[config.mk]
export PLATFORM = sky130hd
export DESIGN_NAME = clkgen_rst_seq
export DESIGN_NICKNAME = d
export VERILOG_FILES = /design/src/rtl/clkgen_rst_pkg.sv /design/src/rtl/prim_flop_2sync.sv /design/src/rtl/clkgen_rst_seq.sv
export SDC_FILE = /design/constraint.sdc
export NUM_CORES = 1
export LEC_CHECK = 0
export ABC_AREA = 1
export BUFFER_PORTS_ARGS = -buffer_cell sky130_fd_sc_hd__buf_2
export CAP_MARGIN = 5
export CORE_UTILIZATION = 35
export CTS_BUF_LIST = sky130_fd_sc_hd__clkbuf_8
export DETAILED_ROUTE_END_ITERATION = 7
export PLACE_DENSITY_LB_ADDON = 0.08
export SYNTH_ARGS = -nofsm -noshare
export SYNTH_HDL_FRONTEND = slang
export SYNTH_SLANG_ARGS = --single-unit
[constraint.sdc]
create_clock -name clk_i -period 1.4 [get_ports clk_i]
set_input_delay 0.07 -clock clk_i [delete_from_list [all_inputs] [get_ports clk_i]]
set_output_delay 0.07 -clock clk_i [all_outputs]
set_load 0.02 [all_outputs]
[src/rtl/clkgen_rst_pkg.sv]
// Shared definitions for the clock-generator reset sequencer:
// FSM state encoding, reset-cause bit positions and counter widths.
package clkgen_rst_pkg;

  typedef enum logic [2:0] {
    StWaitLock = 3'd0,
    StStable   = 3'd1,
    StRelease  = 3'd2,
    StRun      = 3'd3,
    StSwHold   = 3'd4
  } state_e;

  localparam int unsigned CauseLockLoss = 0;
  localparam int unsigned CauseSw       = 1;
  localparam int unsigned LockLossCntW  = 8;

  function automatic int unsigned max_u(input int unsigned a, input int unsigned b);
    if (a > b) begin
      return a;
    end else begin
      return b;
    end
  endfunction

endpackage

[src/rtl/prim_flop_2sync.sv]
// Two-flop synchronizer for bringing a slow asynchronous level into the clk_i domain.
// Asynchronous active-high reset to ResetValue.
module prim_flop_2sync #(
  parameter int unsigned           Width      = 1,
  parameter logic [Width-1:0]      ResetValue = '0
) (
  input  logic             clk_i,
  input  logic             rst_i,
  input  logic [Width-1:0] d_i,
  output logic [Width-1:0] q_o
);

  logic [Width-1:0] sync1_q;
  logic [Width-1:0] sync2_q;

  // metastability-resolving flop pair
  always_ff @(posedge clk_i or posedge rst_i) begin
    if (rst_i) begin
      sync1_q <= ResetValue;
      sync2_q <= ResetValue;
    end else begin
      sync1_q <= d_i;
      sync2_q <= sync1_q;
    end
  end

  assign q_o = sync2_q;

endmodule

[src/rtl/clkgen_rst_seq.sv]
// Reset sequencer downstream of the clock generator: qualifies MMCM lock, releases
// thermometer-ordered resets with a fixed gap, and records why resets were re-asserted.
module clkgen_rst_seq
  import clkgen_rst_pkg::*;
#(
  parameter int unsigned NumStages        = 3,
  parameter int unsigned LockStableCycles = 1024,
  parameter int unsigned StageGapCycles   = 16
) (
  input  logic                    clk_i,
  input  logic                    rst_i,
  input  logic                    pll_locked_i,
  input  logic                    sw_rst_req_i,
  input  logic                    cause_clr_i,
  output logic [NumStages-1:0]    rst_stage_no,
  output logic                    rst_done_o,
  output logic [1:0]              rst_cause_o,
  output logic [LockLossCntW-1:0] lock_loss_cnt_o
);

  localparam int unsigned CntMax = max_u(LockStableCycles, StageGapCycles);
  localparam int unsigned CntW   = $clog2(CntMax + 1);

  localparam logic [CntW-1:0]         LockLast   = CntW'(LockStableCycles - 1);
  localparam logic [CntW-1:0]         GapLast    = CntW'(StageGapCycles - 1);
  localparam logic [NumStages-1:0]    StageFirst = NumStages'(1'b1);
  localparam logic [NumStages-1:0]    StageAll   = '1;
  localparam logic [LockLossCntW-1:0] LlcMax     = '1;

  logic                    lock_sync;
  state_e                  state_q, state_d;
  logic [CntW-1:0]         cnt_q, cnt_d;
  logic [NumStages-1:0]    stage_q, stage_d;
  logic [NumStages-1:0]    stage_shift;
  logic                    done_q, done_d;
  logic [1:0]              cause_q, cause_d;
  logic [LockLossCntW-1:0] llc_q, llc_d;
  logic                    lock_loss_ev;
  logic                    sw_ev;

  prim_flop_2sync #(
    .Width      (1),
    .ResetValue (1'b0)
  ) u_lock_sync (
    .clk_i (clk_i),
    .rst_i (rst_i),
    .d_i   (pll_locked_i),
    .q_o   (lock_sync)
  );

  // Shifting a one in from the bottom keeps the stage vector thermometer coded.
  assign stage_shift = (stage_q << 1'b1) | StageFirst;

  // sequencing FSM: next state, gap counter, stage vector and done flag
  always_comb begin
    state_d      = state_q;
    cnt_d        = cnt_q + CntW'(1);
    stage_d      = stage_q;
    done_d       = done_q;
    lock_loss_ev = 1'b0;
    sw_ev        = 1'b0;

    case (state_q)
      StWaitLock: begin
        cnt_d   = '0;
        stage_d = '0;
        done_d  = 1'b0;
        if (lock_sync) begin
          state_d = StStable;
        end else begin
          state_d = StWaitLock;
        end
      end

      StStable: begin
        if (!lock_sync) begin
          state_d = StWaitLock;
          cnt_d   = '0;
        end else if (cnt_q == LockLast) begin
          cnt_d   = '0;
          stage_d = StageFirst;
          if (NumStages == 1) begin
            state_d = StRun;
            done_d  = 1'b1;
          end else begin
            state_d = StRelease;
          end
        end else begin
          state_d = StStable;
        end
      end

      StRelease: begin
        if (!lock_sync) begin
          lock_loss_ev = 1'b1;
        end else if (cnt_q == GapLast) begin
          cnt_d   = '0;
          stage_d = stage_shift;
          if (stage_shift == StageAll) begin
            state_d = StRun;
            done_d  = 1'b1;
          end else begin
            state_d = StRelease;
          end
        end else begin
          state_d = StRelease;
        end
      end

      StRun: begin
        cnt_d = '0;
        if (!lock_sync) begin
          lock_loss_ev = 1'b1;
        end else begin
          lock_loss_ev = 1'b0;
        end
        if (sw_rst_req_i) begin
          sw_ev = 1'b1;
        end else begin
          sw_ev = 1'b0;
        end
      end

      StSwHold: begin
        // Lock is only judged once the hold time has elapsed.
        if (cnt_q == GapLast) begin
          cnt_d = '0;
          if (lock_sync) begin
            stage_d = StageFirst;
            if (NumStages == 1) begin
              state_d = StRun;
              done_d  = 1'b1;
            end else begin
              state_d = StRelease;
            end
          end else begin
            state_d = StWaitLock;
          end
        end else begin
          state_d = StSwHold;
        end
      end

      default: begin
        state_d = StWaitLock;
        cnt_d   = '0;
        stage_d = '0;
        done_d  = 1'b0;
      end
    endcase

    // Lock loss outranks a simultaneous software request for the next state.
    if (lock_loss_ev) begin
      state_d = StWaitLock;
      cnt_d   = '0;
      stage_d = '0;
      done_d  = 1'b0;
    end else if (sw_ev) begin
      state_d = StSwHold;
      cnt_d   = '0;
      stage_d = '0;
      done_d  = 1'b0;
    end else begin
      state_d = state_d;
    end
  end

  // sticky reset cause (a new cause beats the clear) and saturating lock-loss count
  always_comb begin
    cause_d = cause_q;
    llc_d   = llc_q;
    if (cause_clr_i) begin
      cause_d = 2'b00;
    end else begin
      cause_d = cause_q;
    end
    if (lock_loss_ev) begin
      cause_d[CauseLockLoss] = 1'b1;
      if (llc_q != LlcMax) begin
        llc_d = llc_q + LockLossCntW'(1);
      end else begin
        llc_d = llc_q;
      end
    end else begin
      llc_d = llc_q;
    end
    if (sw_ev) begin
      cause_d[CauseSw] = 1'b1;
    end else begin
      cause_d[CauseSw] = cause_d[CauseSw];
    end
  end

  // state and output registers
  always_ff @(posedge clk_i or posedge rst_i) begin
    if (rst_i) begin
      state_q <= StWaitLock;
      cnt_q   <= '0;
      stage_q <= '0;
      done_q  <= 1'b0;
      cause_q <= 2'b00;
      llc_q   <= '0;
    end else begin
      state_q <= state_d;
      cnt_q   <= cnt_d;
      stage_q <= stage_d;
      done_q  <= done_d;
      cause_q <= cause_d;
      llc_q   <= llc_d;
    end
  end

  assign rst_stage_no    = stage_q;
  assign rst_done_o      = done_q;
  assign rst_cause_o     = cause_q;
  assign lock_loss_cnt_o = llc_q;

endmodule

# Yosys cells after proc, flatten, opt, wreduce, memory -nomap -nowiden
# Index checks and enable logic that the tools add are counted.
# classes
addsub	2
eq_ne	17
n_mux	40
n_reduce_logical	9
# ops
operator	count
$mux W11	6
$mux W3	13
$pmux W11 S3	1
$ne A4 B4 Y1 const B	4
$pmux W3 S5	1
$mux W1	13
$ne A4 B3 Y1 const B	3
$pmux W3 S4	1
$add A11 B1 Y11 const B	1
$eq A11 B10 Y1 const B	1
$eq A11 B4 Y1 const B	1
$add A8 B1 Y8 const B	1
$mux W2	4
$ne A8 B8 Y1 const B	1
$reduce_and A7 Y1	1
$eq A3 B2 Y1 const B	2
$reduce_and A2 Y1	2
$reduce_and A4 Y1	1
$reduce_bool A2 Y1	2
$eq A3 B1 Y1 const B	1
$eq A3 B3 Y1 const B	1
$logic_not A3 Y1	1
$ne A3 B1 Y1 const B	1
$ne A3 B3 Y1 const B	1
other kinds (4)	4
# word_totals
reg_bits	30
inputBits	5
output_inout_bits	14
wordCells	77

# Longest topological paths before layout
# Gate-level depths: netlist (run 1).
# logic_depth
depth_word	7
depth_mapped	10
ltp_nobuf	10

# Hierarchy
# From an unflattened synthesis (run 1), not the netlist that was laid out.
# unflattened
hier_cells	203
hier_area_um2	1621.6
# by_module_without_submodules
module	n_inst	cells_each	area_each_um2	seq_area_each_um2
clkgen_rst_seq	1	200	1567.8	700.7
prim_flop_2sync	1	3	53.8	50.0

# Worst setup path before layout (run 1)
# Ideal clock, no wire load.
# synth_path
kind	register -> register
start	register llc_q[0] (netlist: lock_loss_cnt_o[0])
end	register llc_q[3] (netlist: lock_loss_cnt_o[3])
setup_time_ns	0.123
t_arrival_ns	1.363
slack_ns	-0.086
path_stages_with_launch	8
n_path_buf	0
synth_period_minus_slack_ns	1.486
path_cell_list	dfrtp_1 > ha_1 > nand3_1 > nor3_2 > a21oi_4 > inv_2 > o21ai_0 > nand2_1
# synth_between
elab_chain_cells	2
word_cells_on_any_way	3
# synth_lines
element	line	source
start: declaration	clkgen_rst_seq.sv:37	logic [LockLossCntW-1:0] llc_q, llc_d;
start signal: assignment	clkgen_rst_seq.sv:209	llc_q <= llc_d;
parallel branches: the longest is 2 deep, another holds $add A8 B1 Y8	--	
# Parallel ways; which one is timed is not known.
# A chain may end at the register's enable or synchronous reset.

# Final worst setup path (run 1)
# layout_path
start	register cnt_q[1]
end	register stage_q[1] (netlist: rst_stage_no[1])
# layout_between
elab_chain_cells	3
word_cells_on_any_way	6
# layout_lines
element	line	source
start: declaration	clkgen_rst_seq.sv:32	logic [CntW-1:0] cnt_q, cnt_d;
start signal: assignment	clkgen_rst_seq.sv:205	cnt_q <= cnt_d;
$eq A11 B4 Y1 or $eq A11 B10 Y1 (tied branches)	clkgen_rst_seq.sv:96, clkgen_rst_seq.sv:126, clkgen_rst_seq.sv:79	
$ne A4 B4 Y1 (no line)	--	
$reduce_and A7 Y1 (no line) (*)	--	
end signal: assignment	clkgen_rst_seq.sv:206	stage_q <= stage_d;
end: declaration	clkgen_rst_seq.sv:33	logic [NumStages-1:0] stage_q, stage_d;
# Every way passes the cells marked *; elsewhere a longest branch is shown, timed or not.

==> summary.md, run 1 <==
| Metric | Value |
|---|---|
| Pins Over Slew Limit | 0 |
| Seq pwr share | 51.1% |
| CTS sink cnt | 30 |
| Die Wd | 70.3 µm |
| Clock group share of total power | 38.7% |
| Gr usage total | 16.5% |
| Setup Crit Path Kind | reg2reg |
| Post-route antenna net violation count | 0 |
| Post-layout nets | 260 |
| Crit path largest cell delay | 0.40 ns |
| Residual DRC | 0 |
| Post-synthesis sequential area ratio | 46.0% |
| Type of origin of the critical path | register |
| Gr ovfl total | 0 |
| Post-synth top flop | dfrtp_1 |
| Drt wl/cell | 11.7 µm |
| Final setup margin | -0.0350 ns |
| Initial antenna violation count | 0 |
| CTS buffer count | 5 |
| Clock Latency Late Sink | 0.28 ns |
| Core Rows | 24 |
| Worst Path Max Fanout | 4 |
| Ys async rst share | 100% |
| Commonest non-fill, non-tap cells in the layout | 47 x nand2_1, 26 x dfrtp_1, 23 x inv_1 |
| Placed instance count | 288 |
| Vias per cell | 4.61 |
| Clk buf depth | 2 |
| Post-synthesis instance total | 200 |
| Family with the most delay on the worst path | simple AND/OR/NAND/NOR gates |
| Unrepaired setup endpoints after global routing | yes |
| Number of global-route vias before repair | 1460 |
| Worst EP required | 1.57 ns |
| Clock Skew | 0.00762 ns |
| Final Hold Vio Count | 0 |
| Final instance area | 2230 µm² |
| CTS Root Cell | clkbuf_8 |
| I/O pin count | 19 |
| Cell Count, Final, Fillers Out | 304 |
| Min cycle time layout | 1.44 ns |
| Die area | 4940 µm² |
| Pwr dens | 795 nW/µm² |
| Worst Tran Pin Value | 0.399 ns |
| Worst path arrival time | 1.61 ns |
| Setup violators final | 14 |
| Detailed Routing Iterations Pass 1 | 4 |
| Hold crit path type | in2reg |
| Cell Area, Synth | 1630 µm² |
| Syn avg cell area | 8.16 µm² |
| Headroom to the max-slew limit | 73.4% |
| Top cells by area, synth | dfrtp_1 46%, nand2_1 12%, nor2_1 6.4% |
| Diode count | 0 |
| Initial Util | 37.0% |
| CP Cell Sequence | ha_4, nand2_4, nor2_4, nand3_4, nand2_2, nand2_2, inv_2, nand3_2, nand2_1, nand2_1 |
| Global-route wire length before repair | 6420 µm |
| H-tree depth | 2 |
| Via count | 1401 |
| Fillers | 432 |
| YS warnings | 0 |
| DP Area | 1940 µm² |
| Comb pwr share | 10.2% |
| HPWL after detailed placement | 2510 µm |
| FF-to-FF setup slack | -0.04 ns |
| DR iter-0 viols | 37 |
| FF+latch count, synth | 30 |
| Port Buf Inserts | 18 |
| Clk slew on worst S/H paths | 0.07 ns |
| Final Wtd Congestion | 0.788 |
| Net Count, Synth | 207 |
| Area grow syn2layout | 36.7% |
| Layout cells sized above 1 | 38.5% |
| Most common cell after layout, fill and taps aside | nand2_1 |
| P_sw | 0.451 mW |
| Post-synth EDFFs | 0 |
| Leading area contributor after synthesis | dfrtp_1 |
| Leak | 1.12 nW |
| Crit. End Element | register |
| Max frequency | 697 MHz |
| Max VDD drop | 0.000567 V |
| Buf+Inv Stages, Crit Path | 1 |
| Final Cycle Share | 103% |
| MaxCap Viol Count | 0 |
| Chip Height | 70.3 µm |
| Internal power | 1.32 mW |
| Post-Route WL | 3560 µm |
| Post-synth top area share | 46.0% |
| Core area | 4410 µm² |
| Net Sw Frac | 25.4% |
| CTS tree | built |
| Crit path max-delay cell type | dfrtp_1 |
| Status | complete, but fails checks |
| Cell variety after synth | 27 |
| Violated checks | setup timing |
| Pin count of the biggest net entering global routing | 31 |
==> cell families after synthesis <==
kind of cell | after synthesis | share of synthesized area (%)
simple gates | 115 | 34.5
xor+xnor | 12 | 6.44
fa+ha+maj | 2 | 1.53
buf+inv | 29 | 6.67
compound gates | 12 | 4.83
flops | 30 | 46.0
==> worst paths after layout <==
check                                              startpoint                     endpoint  cells after the start
min in group asynchronous                               rst_i          cnt_q[10]$_DFF_PP0_                      4
max in group asynchronous                               rst_i           cnt_q[2]$_DFF_PP0_                      4
worst min-delay path                             sw_rst_req_i   rst_cause_o[1]$_DFFE_PP0P_                      3
worst max-delay path                       cnt_q[1]$_DFF_PP0_  rst_stage_no[1]$_DFFE_PP0P_                     10
worst max register to register             cnt_q[1]$_DFF_PP0_  rst_stage_no[1]$_DFFE_PP0P_                     10
worst min register to register  u_lock_sync.sync1_q$_DFF_PP0_    u_lock_sync.q_o$_DFF_PP0_                      0
==> routing by layer <==
| layer | vias to the layer above | GRT usage, % | part of all wire (%) |
|---|---|---|---|
| li1 | 727 | - | - |
| met1 | 640 | 21.0 | 49 |
| met2 | 26 | 27.3 | 46 |
| met3 | 8 | 4.33 | 3.3 |
| met4 | 0 | 4.89 | 1.7 |
| met5 | - | 0 | 0 |
==> synthesized netlist by cell type, types with 2 or more instances <==
master	n
nand3_2	3
inv_1	23
o21ai_0	6
xnor2_1	4
xor2_1	8
a21oi_1	2
nor2_1	28
nand3_1	6
nand2_1	52
nor3_2	5
nand2_2	6
ha_1	2
nand4_1	6
dfrtp_1	30
nor2_2	3
inv_2	5
==> state kept, by name, summed over array words and instances (netlist names) <==
signal               count
cnt_q                   11
lock_loss_cnt_o          8
rst_stage_no             3
state_q                  3
rst_cause_o              2
rst_done_o               1
u_lock_sync.q_o          1
u_lock_sync.sync1_q      1
==> through the flow <==
| step | worst slack [ns] | hold slack, ns | util, % | TNS [ns] | power (mW) |
|---|---|---|---|---|---|
| floorplan | 0.00881 | 0.101 | - | 0 | 1.03 |
| global placement | -0.0915 | 0.168 | 43.9 | -0.634 | 1.08 |
| detailed placement | -0.108 | 0.177 | 43.9 | -0.843 | 1.08 |
| CTS | -0.0635 | 0.0396 | 47.8 | -0.343 | 1.78 |
| global route | -0.172 | 0.0794 | 50.5 | -2.33 | 1.87 |
| finish | -0.0350 | 0.0436 | 50.5 | -0.326 | 1.77 |
==> tightest hold or removal path: cells and delay by family <==
kind	cells	cell delay [ns]
AO/OA/AOI/OAI	1	0.07
buffers and inverters	1	0.08
AND/OR/NAND/NOR	1	0.05
==> what timing repair did <==
action	CTS	global route
hold buffers	3	0
pin swaps	7	17
setup endpoints to repair	19	24
gates cloned	1	0
endpoints found under the hold margin	33	0
gates resized for setup	4	28
buffers inserted	4	3
==> power by group through the flow <==
stage          registers (mW)  logic, mW  clock network [mW]
5_1_grt                 0.910      0.208               0.754
4_1_cts                 0.902      0.172               0.706
6_report                0.906      0.181               0.687
3_5_place_dp            0.918      0.160                   0
3_3_place_gp            0.917      0.158                   0
2_1_floorplan           0.926      0.103                   0
==> layout make-up <==
type	count	area, µm²	area share, %
Clock buffer	6	82.6	3.70
Inverter	29	109	4.88
Multi-Input combinational cell	142	906	40.6
Sequential cell	30	756	33.9
Tap cell	52	65.1	2.92
Timing Repair Buffer	45	312	14.0
(Power assumes the default switching activity.)
==> run 2, diff against run 1 <==
Settings changed: PLACE_DENSITY_LB_ADDON 0.08 to unset.
==> run 2 against run 1 <==
The flow still finishes with violations (setup timing). Critical path depth down 1. Register-to-register slack worse by 0.05 ns. Wire length is 7.5% lower. Final area is essentially flat. Sequential power about the same. Combinational power decreased by 3%. Highest routed layer unchanged. Clock power rose by 25%. Critical endpoint unchanged. Critical path type unchanged.
==> summary.md, run 2 (synthesized netlist as in run 1, its figures left out) <==
| Metric | Value |
|---|---|
| Setup Crit Path Kind | reg2reg |
| Pins Over Slew Limit | 0 (unchanged) |
| Worst Hold Launch | sw_rst_req_i |
| Final Hold Vio Count | 0 (unchanged) |
| Clock group share of total power | 44.2% (+5.5 points) |
| Reg with most FFs | cnt_q |
| Setup violators final | 14 (unchanged) |
| Max frequency | 675 MHz (-3.1%) |
| I/O pin count | 19 (unchanged) |
| Most used cell, CP | nand2_1 |
| DR iter-0 viols | 28 (-24%) |
| Unrepaired setup endpoints after global routing | yes |
| Final Cycle Share | 106% (+3.3 points) |
| Clk slew on worst S/H paths | 0.07 ns (about the same) |
| Family with the most delay on the worst path | simple AND/OR/NAND/NOR gates |
| Power consumption | 1.94 mW (+9.4%) |
| Status | complete, but fails checks |
| Hold crit path type | in2reg |
| Area grow syn2layout | 36.6% (about the same) |
| Worst EP required | 1.58 ns (about the same) |
| Final setup margin | -0.0810 ns (-0.0460 ns) |
| Residual DRC | 0 (unchanged) |
| Hold WS | 0.0475 ns (+0.00390 ns) |
| CTS Root Cell | clkbuf_8 |
| Core area | 4410 µm² (unchanged) |
| Worst Hold Endpoint | rst_cause_o[1]$_DFFE_PP0P_ |
| Clk buf depth | 2 (unchanged) |
| Initial Util | 37.0% (unchanged) |
| Final Wtd Congestion | 0.835 (+5.9%) |
| Multi-input gate area | 880 µm² (-2.9%) |
| MaxCap Viol Count | 0 (unchanged) |
| Crit. End Element | register |
| Gr ovfl total | 0 (unchanged) |
| Detailed Routing Iterations Pass 1 | 2 (-2) |
| CTS tree | built |
| R2r startpoint | cnt_q[0]$_DFF_PP0_ |
| FF-to-FF setup slack | -0.08 ns (-0.05 ns) |
| Chip Height | 70.3 µm (unchanged) |
| Violated checks | setup timing |
| Headroom to the max-slew limit | 75.1% (+1.7 points) |
| Cell Count, Final, Fillers Out | 305 (+0.33%) |
| Number of global-route vias before repair | 1359 (-6.9%) |
| Post-Route WL | 3290 µm (-7.5%) |
| Max VDD drop | 0.000558 V (-1.5%) |
| Crit path max-delay cell type | dfrtp_1 |
| Busiest grt layer | met2 |
| CP Cell Sequence | ha_4, nand2_2, nor2_4, buf_6, nand4_1, o21ai_2, nand3_2, nand2_1, nand2_1 |
| Max FFs per register | 11 (unchanged) |
| Clock Latency Late Sink | 0.28 ns (about the same) |
| Initial antenna violation count | 0 (unchanged) |
| Via count | 1365 (-2.6%) |
| P_sw | 0.474 mW (+5.1%) |
| Worst Tran Pin Value | 0.374 ns (-0.0254 ns) |
| Seq pwr share | 46.7% (-4.4 points) |
| Met2 usage | 24.3% (-3.0 points) |
| Fillers | 418 (-3.2%) |
| CTS buffer count | 5 (unchanged) |
| Gr usage total | 15.6% (-0.89 points) |
| Register cell area after layout | 754 µm² (-0.17%) |
| Placed instance count | 290 (+0.69%) |
| WHS Path Cells | 3 (unchanged) |
| Pin count of the biggest net entering global routing | 31 (unchanged) |
| Post-route antenna net violation count | 0 (unchanged) |
| Buf+Inv Stages, Crit Path | 1 (unchanged) |
| Pwr dens | 871 nW/µm² (+9.5%) |
| Drt wl/cell | 10.8 µm (-7.8%) |
| Global-route wire length before repair | 6000 µm (-6.6%) |
| Vias per cell | 4.48 (-2.9%) |
| Die area | 4940 µm² (unchanged) |
| Leak | 1.12 nW (+0.25%) |
| RR Endpoint | rst_stage_no[1]$_DFFE_PP0P_ |
| Most common cell after layout, fill and taps aside | nand2_1 |
| Min cycle time layout | 1.48 ns (+0.0460 ns) |
| Net Sw Frac | 24.4% (-1.0 points) |
| H-tree depth | 2 (unchanged) |
| HPWL after detailed placement | 2320 µm (-7.6%) |
| Met1 Usage GRT | 19.7% (-1.3 points) |
| Layout cells sized above 1 | 37.5% (-0.94 points) |
| Comb pwr share | 9.1% (-1.1 points) |
| Crit path largest cell delay | 0.41 ns (about the same) |
| Internal power | 1.47 mW (+11%) |
| Diode count | 0 (unchanged) |
| CTS sink cnt | 30 (unchanged) |
| Die Wd | 70.3 µm (unchanged) |
| GR Layer Usage met3 | 4.33% (unchanged) |
| Clock Skew | 0.00248 ns (-0.00514 ns) |
| Post-layout nets | 259 (-0.38%) |
| Port Buf Inserts | 18 (unchanged) |
| Worst path arrival time | 1.66 ns (+0.05 ns) |
| Type of origin of the critical path | register |
| Core Rows | 24 (unchanged) |
| Worst Reg-to-Reg Cells | 9 (-1) |
| Worst Path Max Fanout | 4 (unchanged) |
| Commonest non-fill, non-tap cells in the layout | 48 x nand2_1, 27 x dfrtp_1, 26 x nor2_1 |
## run 2: stage by stage
stage               instance area [µm²]  setup TNS (ns)  setup WS, ns  utilization, %
detailed placement                 1960          -0.580       -0.0880            44.5
floorplan                          1650               0       0.00881               -
CTS                                2160         -0.0997       -0.0352            48.9
global placement                   1960          -0.244       -0.0748            44.5
finish                             2230          -0.620       -0.0810            50.5
global route                       2230           -2.70        -0.195            50.5
## run 2: repair_timing
action,4_1_cts,5_1_grt
gates cloned,1,0
buffers inserted,1,2
hold buffers,3,0
endpoints found under the setup margin,17,24
hold endpoints to repair,33,0
gates resized for setup,11,14
pin swaps,6,11
## run 2: cell type report
type                       count  area share (%)
clock buffer                   5            3.09
multi-input combinational    142            39.5
tap                           52            2.92
timing repair buffer          44            13.9
clock inverter                 3            1.80
sequential                    30            33.9
inverter                      29            5.00
## run 2: worst register-to-register path, stage by stage (launching register included)
cell	delay, ns
dfrtp_1	0.41
ha_4	0.18
nand2_2	0.07
nor2_4	0.16
buf_6	0.12
nand4_1	0.09
o21ai_2	0.11
nand3_2	0.12
nand2_1	0.07
nand2_1	0.05
## run 2: layer usage
layer  routed length [µm]  part of all wire, %
met5                    0                    0
met3                  111                  3.4
met4                   98                  3.0
met2                 1540                   47
met1                 1540                   47
## run 2: power by group through the flow
stage          Sequential, mW  Combinational, mW  Clock (mW)
2_1_floorplan           0.926              0.103           0
3_3_place_gp            0.919              0.154           0
3_5_place_dp            0.920              0.155           0
4_1_cts                 0.903              0.173       0.897
5_1_grt                 0.908              0.201       0.913
6_report                0.906              0.176       0.858
## run 2: how the worst max path moves through the flow
| stage | start | end | depth (start not counted) |
|---|---|---|---|
| floorplan | cnt_q[0]$_DFF_PP0_ | cnt_q[2]$_DFF_PP0_ | 8 |
| global placement | cnt_q[0]$_DFF_PP0_ | rst_stage_no[1]$_DFFE_PP0P_ | 10 |
| detailed placement | cnt_q[1]$_DFF_PP0_ | rst_stage_no[1]$_DFFE_PP0P_ | 10 |
| CTS | cnt_q[1]$_DFF_PP0_ | rst_stage_no[1]$_DFFE_PP0P_ | 10 |
| global route | cnt_q[0]$_DFF_PP0_ | rst_stage_no[1]$_DFFE_PP0P_ | 9 |
| finish | cnt_q[0]$_DFF_PP0_ | rst_stage_no[1]$_DFFE_PP0P_ | 9 |
==> run 3, diff against run 2 <==
Settings changed: BUFFER_PORTS_ARGS -buffer_cell sky130_fd_sc_hd__buf_2 to unset, DONT_BUFFER_PORTS set to 1.
==> run 3 against run 2 <==
The flow still finishes with violations (setup timing). Non-clock buffer count decreased by 13. Clock power grew 28%. Fmax is 0.60% higher. Combinational power decreased by 6%. Global-route usage rose by 0.66 points. Highest routed layer unchanged.
==> summary.md, run 3 (synthesized netlist as in run 1, its figures left out) <==
| Metric | Value |
|---|---|
| Pin count of the biggest net entering global routing | 31 (unchanged) |
| Crit path max-delay cell type | dfrtp_1 |
| Unrepaired setup endpoints after global routing | yes |
| Pins Over Slew Limit | 0 (unchanged) |
| Via count | 1341 (-1.8%) |
| CTS sink cnt | 30 (unchanged) |
| MaxCap Viol Count | 0 (unchanged) |
| Most common cell after layout, fill and taps aside | nand2_1 |
| Leak | 1.08 nW (-3.6%) |
| CTS tree | built |
| Max frequency | 679 MHz (+0.60%) |
| Final Cycle Share | 105% (-0.64 points) |
| Clock Latency Late Sink | 0.29 ns (about the same) |
| Power consumption | 2.19 mW (+13%) |
| Layout cells sized above 1 | 40.8% (+3.3 points) |
| DR iter-0 viols | 49 (+75%) |
| Final setup margin | -0.0721 ns (+0.00890 ns) |
| Pwr dens | 957 nW/µm² (+9.9%) |
| Headroom to the max-slew limit | 73.6% (-1.4 points) |
| CP Cell Sequence | ha_4, nand2_4, nor2_4, buf_6, nand4_1, o21ai_2, nand3_2, nand2_1, nand2_1 |
| Die Wd | 70.3 µm (unchanged) |
| Clk buf depth | 2 (unchanged) |
| Hold WS | 0.304 ns (+0.257 ns) |
| Violated checks | setup timing |
| Core Rows | 24 (unchanged) |
| Status | complete, but fails checks |
| I/O pin count | 19 (unchanged) |
| Placed instance count | 274 (-5.5%) |
| Drt wl/cell | 12.1 µm (+12%) |
| HPWL after detailed placement | 2300 µm (-0.90%) |
| Die area | 4940 µm² (unchanged) |
| Worst path arrival time | 1.65 ns (about the same) |
| Number of global-route vias before repair | 1377 (+1.3%) |
| Setup violators final | 14 (unchanged) |
| Global-route wire length before repair | 6120 µm (+2.1%) |
| Chip Height | 70.3 µm (unchanged) |
| Min cycle time layout | 1.47 ns (-0.00890 ns) |
| Family with the most delay on the worst path | simple AND/OR/NAND/NOR gates |
| CTS buffer count | 5 (unchanged) |
| Detailed Routing Iterations Pass 1 | 4 (+2) |
| H-tree depth | 2 (unchanged) |
| Most used cell, CP | nand2_1 |
| Buf+Inv Stages, Crit Path | 1 (unchanged) |
| Commonest non-fill, non-tap cells in the layout | 46 x nand2_1, 26 x dfrtp_1, 24 x buf_4 |
| Max VDD drop | 0.000788 V (+41%) |
| Port Buf Inserts | 0 (-18) |
| Crit path largest cell delay | 0.39 ns (-0.02 ns) |
| CTS Root Cell | clkbuf_8 |
| Crit. End Element | register |
| Final Hold Vio Count | 0 (unchanged) |
| Max FFs per register | 11 (unchanged) |
| Residual DRC | 0 (unchanged) |
| Setup Crit Path Kind | reg2reg |
| Worst Tran Pin Value | 0.395 ns (+0.0213 ns) |
| Gr usage total | 16.2% (+0.66 points) |
| Worst EP required | 1.58 ns (about the same) |
| Cell Count, Final, Fillers Out | 292 (-4.3%) |
| Util after Layout | 51.8% (+1.3 points) |
| Setup_tns | -0.690 ns (-0.0695 ns) |
| Post-layout nets | 246 (-5.0%) |
| Core area | 4410 µm² (unchanged) |
| Fillers | 410 (-1.9%) |
| Initial antenna violation count | 0 (unchanged) |
| Post-route antenna net violation count | 0 (unchanged) |
| Clock Skew | 0.00596 ns (+0.00348 ns) |
| Gr ovfl total | 0 (unchanged) |
| Clk slew on worst S/H paths | 0.07 ns (about the same) |
| Area grow syn2layout | 40.1% |
| Worst Path Max Fanout | 4 (unchanged) |
| Diode count | 0 (unchanged) |
| Hold crit path type | in2async |
| Final Wtd Congestion | 0.785 (-5.9%) |
| Type of origin of the critical path | register |
| Vias per cell | 4.59 (+2.6%) |
| Initial Util | 37.0% (unchanged) |
| Post-Route WL | 3530 µm (+7.2%) |
| Reg with most FFs | cnt_q |
## run 3: layout make-up
class,instances,area [µm²],share of cell area [%]
well taps,52,65.1,2.85
repair buffers,31,263,11.5
clock buffers,6,82.6,3.61
multi-input cells,142,948,41.5
clock inverters,2,60.1,2.63
flip-flops and latches,30,756,33.1
inverters,29,111,4.87
## run 3: repair_timing
action	in CTS	in global routing
hold endpoints to repair	35	0
hold buffers	4	0
gates resized for setup	11	39
buffers inserted	0	5
pin swaps	11	16
cloned	1	0
endpoints found under the setup margin	16	25
## run 3: worst paths after layout
path	startpoint	to	slack (ns)	cells past startpoint
max	cnt_q[1]$_DFF_PP0_	rst_stage_no[1]$_DFFE_PP0P_	-0.07	9
min	rst_i	cnt_q[8]$_DFF_PP0_	0.30	3
max reg2reg	cnt_q[1]$_DFF_PP0_	rst_stage_no[1]$_DFFE_PP0P_	-0.07	9
min reg2reg	u_lock_sync.sync1_q$_DFF_PP0_	u_lock_sync.q_o$_DFF_PP0_	0.35	0
max in group asynchronous	rst_i	state_q[2]$_DFFE_PP0P_	0.79	3
min in group clk_i	pll_locked_i	u_lock_sync.sync1_q$_DFF_PP0_	0.34	1
## run 3: worst min-delay path, stage by stage
cell and delay (ns):
dlygate4sd3_1 0.53, inv_1 0.05, buf_4 0.35
## run 3: per-stage QoR
| step | worst slack [ns] | cell area, µm² |
|---|---|---|
| 6_report | -0.0721 | 2290 |
| 5_1_grt | -0.185 | 2290 |
| 4_1_cts | -0.0442 | 2130 |
| 3_5_place_dp | -0.0987 | 1890 |
| 3_3_place_gp | -0.0796 | 1890 |
| 2_1_floorplan | 0.00881 | 1650 |
## run 3: report_power, final
part	switching, mW	internal (mW)
sequential	0.0346	0.885
combinational	0.113	0.0524
clock	0.344	0.759
## run 3: per-layer routing
metal	track usage, %	wire length (µm)
met2	25.6	1690
met4	7.33	73
met3	6.20	135
met5	0	0
met1	19.6	1630
